--- src/rtl/reaction_game_ctrl.sv ---
// Reaction-time game sequencer: random wait, "go" indication, millisecond scoring,
// false-start detection and new-record flagging.
module reaction_game_ctrl #(
    parameter int TICK_DIV     = 50000,
    parameter int MIN_DELAY_MS = 1000,
    parameter int RAND_BITS    = 11
) (
    input  logic        iCLK,
    input  logic        iRST_N,
    input  logic        start_btn,
    input  logic        react_btn,
    input  logic        new_hs,
    output logic [1:0]  state,
    output logic [13:0] current_score,
    output logic        go_led,
    output logic        false_start,
    output logic        new_record
);

    // state    | meaning
    // S_IDLE   | waiting for a start press; last result still shown
    // S_WAIT   | random delay running; a react press here is a false start
    // S_REACT  | go LED on; score counts ms until react press or timeout
    // S_RESULT | score frozen; start press returns to idle

    typedef enum logic [1:0] {
        S_IDLE   = 2'd0,
        S_WAIT   = 2'd1,
        S_REACT  = 2'd2,
        S_RESULT = 2'd3
    } state_t;

    localparam int          DIV_W     = (TICK_DIV > 1) ? $clog2(TICK_DIV) : 1;
    localparam int          DLY_W     = 16;
    localparam logic [13:0] SCORE_MAX = 14'd9999;
    localparam logic [15:0] LFSR_SEED = 16'hACE1;

    state_t             r_state, w_state_nx;
    logic [13:0]        r_score, w_score_nx;
    logic [DLY_W-1:0]   r_delay, w_delay_nx;
    logic [DIV_W-1:0]   r_div, w_div_nx;
    logic               r_false_start, w_false_start_nx;
    logic               r_new_record, w_new_record_nx;
    logic               r_start_d, r_react_d;
    logic [15:0]        r_lfsr;

    logic               w_start_press, w_react_press, w_tick, w_lfsr_fb;
    logic [DLY_W-1:0]   w_delay_load;

    assign w_start_press = start_btn & ~r_start_d;
    assign w_react_press = react_btn & ~r_react_d;
    assign w_tick        = (r_div == DIV_W'(TICK_DIV - 1));
    assign w_lfsr_fb     = r_lfsr[15] ^ r_lfsr[13] ^ r_lfsr[12] ^ r_lfsr[10];
    assign w_delay_load  = DLY_W'(MIN_DELAY_MS) + DLY_W'(r_lfsr[RAND_BITS-1:0]);

    always_ff @(posedge iCLK or negedge iRST_N) begin
        if (!iRST_N) begin
            r_state       <= S_IDLE;
            r_score       <= '0;
            r_delay       <= '0;
            r_div         <= '0;
            r_false_start <= 1'b0;
            r_new_record  <= 1'b0;
            r_start_d     <= 1'b0;
            r_react_d     <= 1'b0;
            r_lfsr        <= LFSR_SEED;
        end else begin
            r_state       <= w_state_nx;
            r_score       <= w_score_nx;
            r_delay       <= w_delay_nx;
            r_div         <= w_div_nx;
            r_false_start <= w_false_start_nx;
            r_new_record  <= w_new_record_nx;
            r_start_d     <= start_btn;
            r_react_d     <= react_btn;
            r_lfsr        <= {r_lfsr[14:0], w_lfsr_fb};
        end
    end

    always_comb begin
        w_state_nx       = r_state;
        w_score_nx       = r_score;
        w_delay_nx       = r_delay;
        w_false_start_nx = r_false_start;
        w_div_nx         = w_tick ? '0 : r_div + DIV_W'(1);

        case (r_state)
            S_IDLE: begin
                if (w_start_press) begin
                    w_delay_nx       = w_delay_load;
                    w_false_start_nx = 1'b0;
                    w_div_nx         = '0;
                    w_state_nx       = S_WAIT;
                end
            end
            S_WAIT: begin
                // a false start wins over a delay expiring in the same cycle
                if (w_react_press) begin
                    w_false_start_nx = 1'b1;
                    w_score_nx       = SCORE_MAX;
                    w_state_nx       = S_RESULT;
                end else if (w_tick) begin
                    if (r_delay <= DLY_W'(1)) begin
                        w_delay_nx = '0;
                        w_score_nx = '0;
                        w_div_nx   = '0;
                        w_state_nx = S_REACT;
                    end else begin
                        w_delay_nx = r_delay - DLY_W'(1);
                    end
                end
            end
            S_REACT: begin
                if (w_react_press) begin
                    w_state_nx = S_RESULT;
                end else if (w_tick) begin
                    if (r_score >= SCORE_MAX - 14'd1) begin
                        w_score_nx = SCORE_MAX;
                        w_state_nx = S_RESULT;
                    end else begin
                        w_score_nx = r_score + 14'd1;
                    end
                end
            end
            S_RESULT: begin
                if (w_start_press) begin
                    w_state_nx = S_IDLE;
                end
            end
            default: w_state_nx = S_IDLE;
        endcase

        // looks at the next state so the flag drops together with leaving RESULT
        w_new_record_nx = (w_state_nx == S_RESULT) & new_hs & ~w_false_start_nx;
    end

    assign state         = r_state;
    assign current_score = r_score;
    assign go_led        = (r_state == S_REACT);
    assign false_start   = r_false_start;
    assign new_record    = r_new_record;

endmodule

--- config.mk ---
export PLATFORM = sky130hd
export DESIGN_NAME = reaction_game_ctrl
export DESIGN_NICKNAME = d
export VERILOG_FILES = /design/src/rtl/reaction_game_ctrl.sv
export SDC_FILE = /design/constraint.sdc
export NUM_CORES = 1
export LEC_CHECK = 0
export CAP_MARGIN = 20
export CORE_MARGIN = 2
export CORE_UTILIZATION = 59
export CTS_BUF_LIST = sky130_fd_sc_hd__clkbuf_8
export DETAILED_ROUTE_END_ITERATION = 7
export GPL_ROUTABILITY_DRIVEN = 1
export HOLD_SLACK_MARGIN = 0.03
export PLACE_DENSITY = 0.8
export SYNTH_ARGS = -nofsm -noshare
export SYNTH_HDL_FRONTEND = slang
export SYNTH_SLANG_ARGS = --single-unit
--- constraint.sdc ---
create_clock -name iCLK -period 4 [get_ports iCLK]
set_clock_uncertainty 0.15 [all_clocks]
set_input_delay 0.8 -clock iCLK [delete_from_list [all_inputs] [get_ports iCLK]]
set_output_delay 0.8 -clock iCLK [all_outputs]
set_load 0.05 [all_outputs]
Word level (Yosys, flattened, before mapping):

Index checks and enable logic that the tools add are counted.

* logic and storage cells: 72
* register bits after elaboration: 68
* output and inout bits: 19
* bits of input ports: 5

* reductions and logical operators: 5
* add/sub/neg operators: 4
* order comparisons: 2
* mux-type cells: 30
* bitwise logic cells: 10
* equal/unequal tests: 12

Operators by type and width (count)
* 16-bit 2-to-1 mux: 9
* 14-bit 2-to-1 mux: 6
* 16-bit one-hot mux with 2 select lines: 2
* 14-bit one-hot mux with 2 select lines: 1
* 16-bit by 1-bit adder with 16-bit output (second input constant): 1
* 16-bit == test (second input constant): 1
* 16-bit by 1-bit <= comparator with 1-bit output (second input constant): 1
* 2-bit 2-to-1 mux: 8
* 16-bit by 1-bit subtractor with 16-bit output (second input constant): 1
* 14-bit by 1-bit adder with 14-bit output (second input constant): 1
* 14-bit >= comparator (second input constant): 1
* 10-bit by 11-bit adder with 12-bit output (first input constant): 1
* 2-bit != test (second input constant): 4
* 2-bit one-hot mux with 4 select lines: 1
* 2-bit == test (second input constant): 3
* 3-bit != test (second input constant): 2
* 5-bit AND reduction: 1
* 1-bit AND: 4
* 4-bit AND reduction: 1
* 2-bit nonzero test: 2
* 1-bit NOT: 3
* 1-bit bitwise XOR: 3
* 2-bit by 1-bit == test with 1-bit output (second input constant): 1
* 2-bit logical NOT: 1
* other kinds (3): 4

Longest topological paths before layout:

* depth after elaboration: 8
* gate-level depth with buffers: 9
* depth with buffers taken out: 8

Worst setup path before layout:

Ideal clock, no wire load.

* kind: reg-to-reg
* start: register r_state[0] (netlist: state[0])
* end: register r_score[9] (netlist: current_score[9])
* buffers on the path: 1
* period minus slack after synthesis: 2.668 ns
* cell stages (with the launch flop): 9
* required time: 3.729 ns
* slack: 1.332 ns
* library setup time: 0.121 ns
* arrival: 2.397 ns
* path through: dfrtp_1 inv_1 ha_1 nand2_1 nor2_1 clkbuf_1 o21ai_0 a22o_1 a22o_1

* word-level cells in the longest chain between the ends: 3
* elaborated cells between the ends (all ways): 9
* classes of those cells: 6 x eq/ne; 1 x mux; 2 x reduce/logical

Ends and longest elaborated chain
* start, declared: RTL line 38 `state_t r_state, w_state_nx;`
* start signal, assigned: RTL line 68 `r_state <= w_state_nx;`
* 2-bit == test *
* via go_led: RTL line 15 `output logic go_led,`
* 2-bit by 1-bit != test with 1-bit output (no line), or another cell as far along
* 5-bit AND reduction (no line)
* end signal, assigned: RTL line 69 `r_score <= w_score_nx;`
* end, declared: RTL line 39 `logic [13:0] r_score, w_score_nx;`

The timed path passes the listed nets; every way through them passes the cells marked *.
A chain may end at the register's enable or synchronous reset.

Worst setup path after layout:

* start: register r_state[0] (netlist: state[0])
* end: output go_led

* word-level cells in the longest chain between the ends: 1

Ends and longest elaborated chain
* 2-bit == test: RTL line 139 `assign go_led = (r_state == S_REACT);`
* end, declared: RTL line 15

No other way between the ends.

==> summary.md <==
| Metric | Value |
|---|---|
| Met2 GRT Util | `0.3919` |
| Number of synthesized flops with an enable pin | `0` |
| Worst-Margin Slew | `646.9 ps` |
| Io pins | `24` |
| Min Tclk post-route | `3099 ps` |
| Total global-route track usage | `0.2455` |
| DR vias | `2826` |
| Wirelength per Cell | `15.54 um` |
| Clock power frac | `0.193` |
| Worst Path Buf+Inv | `2` |
| Leakage | `1.800 nW` |
| First-pass GRT wire length | `12520 um` |
| Crit path max-delay family | `buffers and inverters` |
| # rows | `28` |
| Final setup fails | `0` |
| Netlist cell types | `52` |
| Setup Buffers After CTS | `0` |
| Unrepaired setup endpoints after global routing | `false` |
| Final Cycle Share | `0.7746` |
| PwrDens | `642.8 nW/um^2` |
| Worst hold start | `r_lfsr[14]` |
| WP data arrival | `2150 ps` |
| Flop pwr share | `0.375` |
| DP Worst Slack | `1068 ps` |
| Filler Cell Count | `490` |
| Synth Warn # | `0` |
| Final worst slack | `901.4 ps` |
| Critical path class | `flip-flop to primary output` |
| Ys async rst share | `1.000` |
| Final Max Slew Viols | `0` |
| Critical path data required time | `3050 ps` |
| Critical Path Start Type | `flip-flop` |
| Post-synthesis sequential area ratio | `0.4797` |
| Hold-fix buffers, CTS | `0` |
| GR peak layer | `met2` |
| Synth area leaders | `dfrtp_1 (42%), dfstp_2 (5.9%), o21ai_0 (4.5%)` |
| Global routing met3 resource utilization | `0.05604` |
| Largest net degree at the start of global routing | `47` |
| Starting Density | `0.6063` |
| CTS tree | `done` |
| Layout cells sized above 1 | `0.08376` |
| Sw frac | `0.4330` |
| Syn_nets | `383` |
| Via-to-Cell Ratio | `6.026` |
| Synth Area per Inst | `9.697 um^2` |
| Initial DRT Pass Iterations | `5` |
| Drt drc | `0` |
| DPL Wire Length | `5071 um` |
| Synthesized area | `3568 um^2` |
| Origin of the critical flop-to-flop path | `state[1]` |
| Post-synth top area cell | `dfrtp_1` |
| Nets | `404` |
| Critical path, cell by cell | `inv_1 -> ha_1 -> clkdlybuf4s50_1` |
| P_int | `0.001458 W` |
| Min-delay worst type | `flip-flop to flip-flop` |
| Die Area | `6686 um^2` |
| Global route total overflow | `0` |
| Gate Count Post-Synth | `368` |
| Crit. Startpoint | `state[0]` |
| Status | `completed` |
| Max Fclk | `0.3227 GHz` |
| Synth Flop Type | `dfrtp_1` |
| R2R Setup Slk | `1300 ps` |
| Max-slew headroom | `0.5687` |
| Endpoints failing hold | `0` |
| CTS Sinks | `68` |
| Die X | `81.77 um` |
| CP max stage delay | `870 ps` |
| GP Congestion | `0.8313` |
| Synthesis-to-layout area growth | `12.10%` |
| GR Util met1 | `0.3312` |
| H-tree depth | `3` |
| Peak supply drop | `0.4957 mV` |
| Crit Path Max Fanout | `9` |
| Ant. Diodes | `0` |
| PortBufs | `23` |
| Clock Pin Slew Worst Setup and Hold Paths | `70 ps` |
| Die span in y | `81.77 um` |
| Skew-Pair Late Insertion Delay | `340 ps` |
| Logic pwr share | `0.431` |
| Vias in the first global route | `2683` |
| Core area | `5886 um^2` |
| Final wirelength | `7288 um` |
| Yosys reg bits | `68` |
| Fin Setup TNS | `0 ps` |
| Psw | `0.001113 W` |
| CTS Buffer Depth | `2` |
| Critical path capture point type | `primary output` |
| CTS buffer count | `9` |
| Max Cap Viol | `0` |
| Post-cts sizing count | `0` |
| Yosys top cell area share | `0.4208` |
| Critical path's slowest cell | `clkdlybuf4s50_1` |
| CTS root buf | `clkbuf_8` |
| Drt initial violations | `140` |
| Antenna violations before repair | `0` |
| DRT antenna net count | `0` |
metrics by stage:
step | util | std cells | power [W] | area [um^2] | hold WS, ps
6_report | 0.6796 | 469 | 0.002571 | 4000 | 217.7
2_1_floorplan | - | 368 | 0.001806 | 3568 | 183.0
5_1_grt | 0.6796 | 469 | 0.002747 | 4000 | 229.1
3_3_place_gp | 0.6505 | 453 | 0.002041 | 3829 | 183.2
4_1_cts | 0.6796 | 469 | 0.002572 | 4000 | 230.5
3_5_place_dp | 0.6505 | 453 | 0.002078 | 3829 | 213.0
cell type report:
class | instances | area (um^2) | area share
multi-input cells | 272 | 1734 | 0.4335
repair buffers | 25 | 240.2 | 0.06006
well taps | 75 | 93.84 | 0.02346
clock inverters | 6 | 33.78 | 0.008445
inverters | 13 | 48.80 | 0.01220
flip-flops and latches | 68 | 1712 | 0.4279
clock buffers | 10 | 137.6 | 0.03441
power by group through the flow:
stage | Clock, W | Sequential (W) | Combinational (W)
CTS | 0.000503 | 0.000963 | 0.00111
detailed placement | 0 | 0.000974 | 0.00110
global placement | 0 | 0.000971 | 0.00107
global route | 0.000533 | 0.000989 | 0.00123
finish | 0.000497 | 0.000965 | 0.00111
floorplan | 0 | 0.00110 | 0.000702
path summary, 6_finish.rpt:
check,to,depth (start not counted)
worst max-delay path,go_led,3
worst min-delay path,r_lfsr[15],0
worst max register to register,r_delay[7],7
worst min register to register,r_lfsr[15],0
max in group asynchronous,r_lfsr[10],2
min in group asynchronous,r_div[3],1
cells in the mapped netlist, drive strengths merged (3+ instances only):
cell type and instances:
o311ai 4, nor2 39, and3 17, or3 7
xor2 9, nor3 9, nand2b 3, o21ai 35
buf 7, nor4 4, nor2b 3, nand3 14
a21oi 14, dfstp 8, a22o 15, xnor2 12
inv 13, mux2i 3, ha 10, nand2 24
clkbuf 8, nand4 4, a221o 6, o32ai 3
or2 5, dfrtp 60
registers in the layout, summed over array words and instances (netlist names):
register	count
r_delay	16
r_div	16
r_lfsr	16
current_score	14
state	2
false_start	1
new_record	1
r_react_d	1
r_start_d	1
layer usage:
metal	vias to the layer above	share of wire
met5	-	0
met1	1354	0.47
met3	12	0.046
li1	1392	-
met4	0	0.015
met2	68	0.47
cell usage in the layout (no fill, tap or decap), drive strengths merged, types with 10 or more instances in the layout:
| cell type | instances |
|---|---|
| a22o | 15 |
| dfrtp | 60 |
| nand2 | 24 |
| nor2 | 39 |
| ha | 10 |
| clkbuf | 10 |
| a21oi | 14 |
| inv | 15 |
| nand3 | 14 |
| o21ai | 35 |
| clkdlybuf4s50 | 22 |
| and3 | 17 |
| xnor2 | 12 |
kinds of logic after synthesis:
family,share of synthesized area
simple gates,0.2020
compound gates,0.1890
buf+inv,0.03436
xor+xnor,0.05154
mux,0.008415
flops,0.4797
fa+ha+maj,0.03506
(Power assumes the default switching activity.)
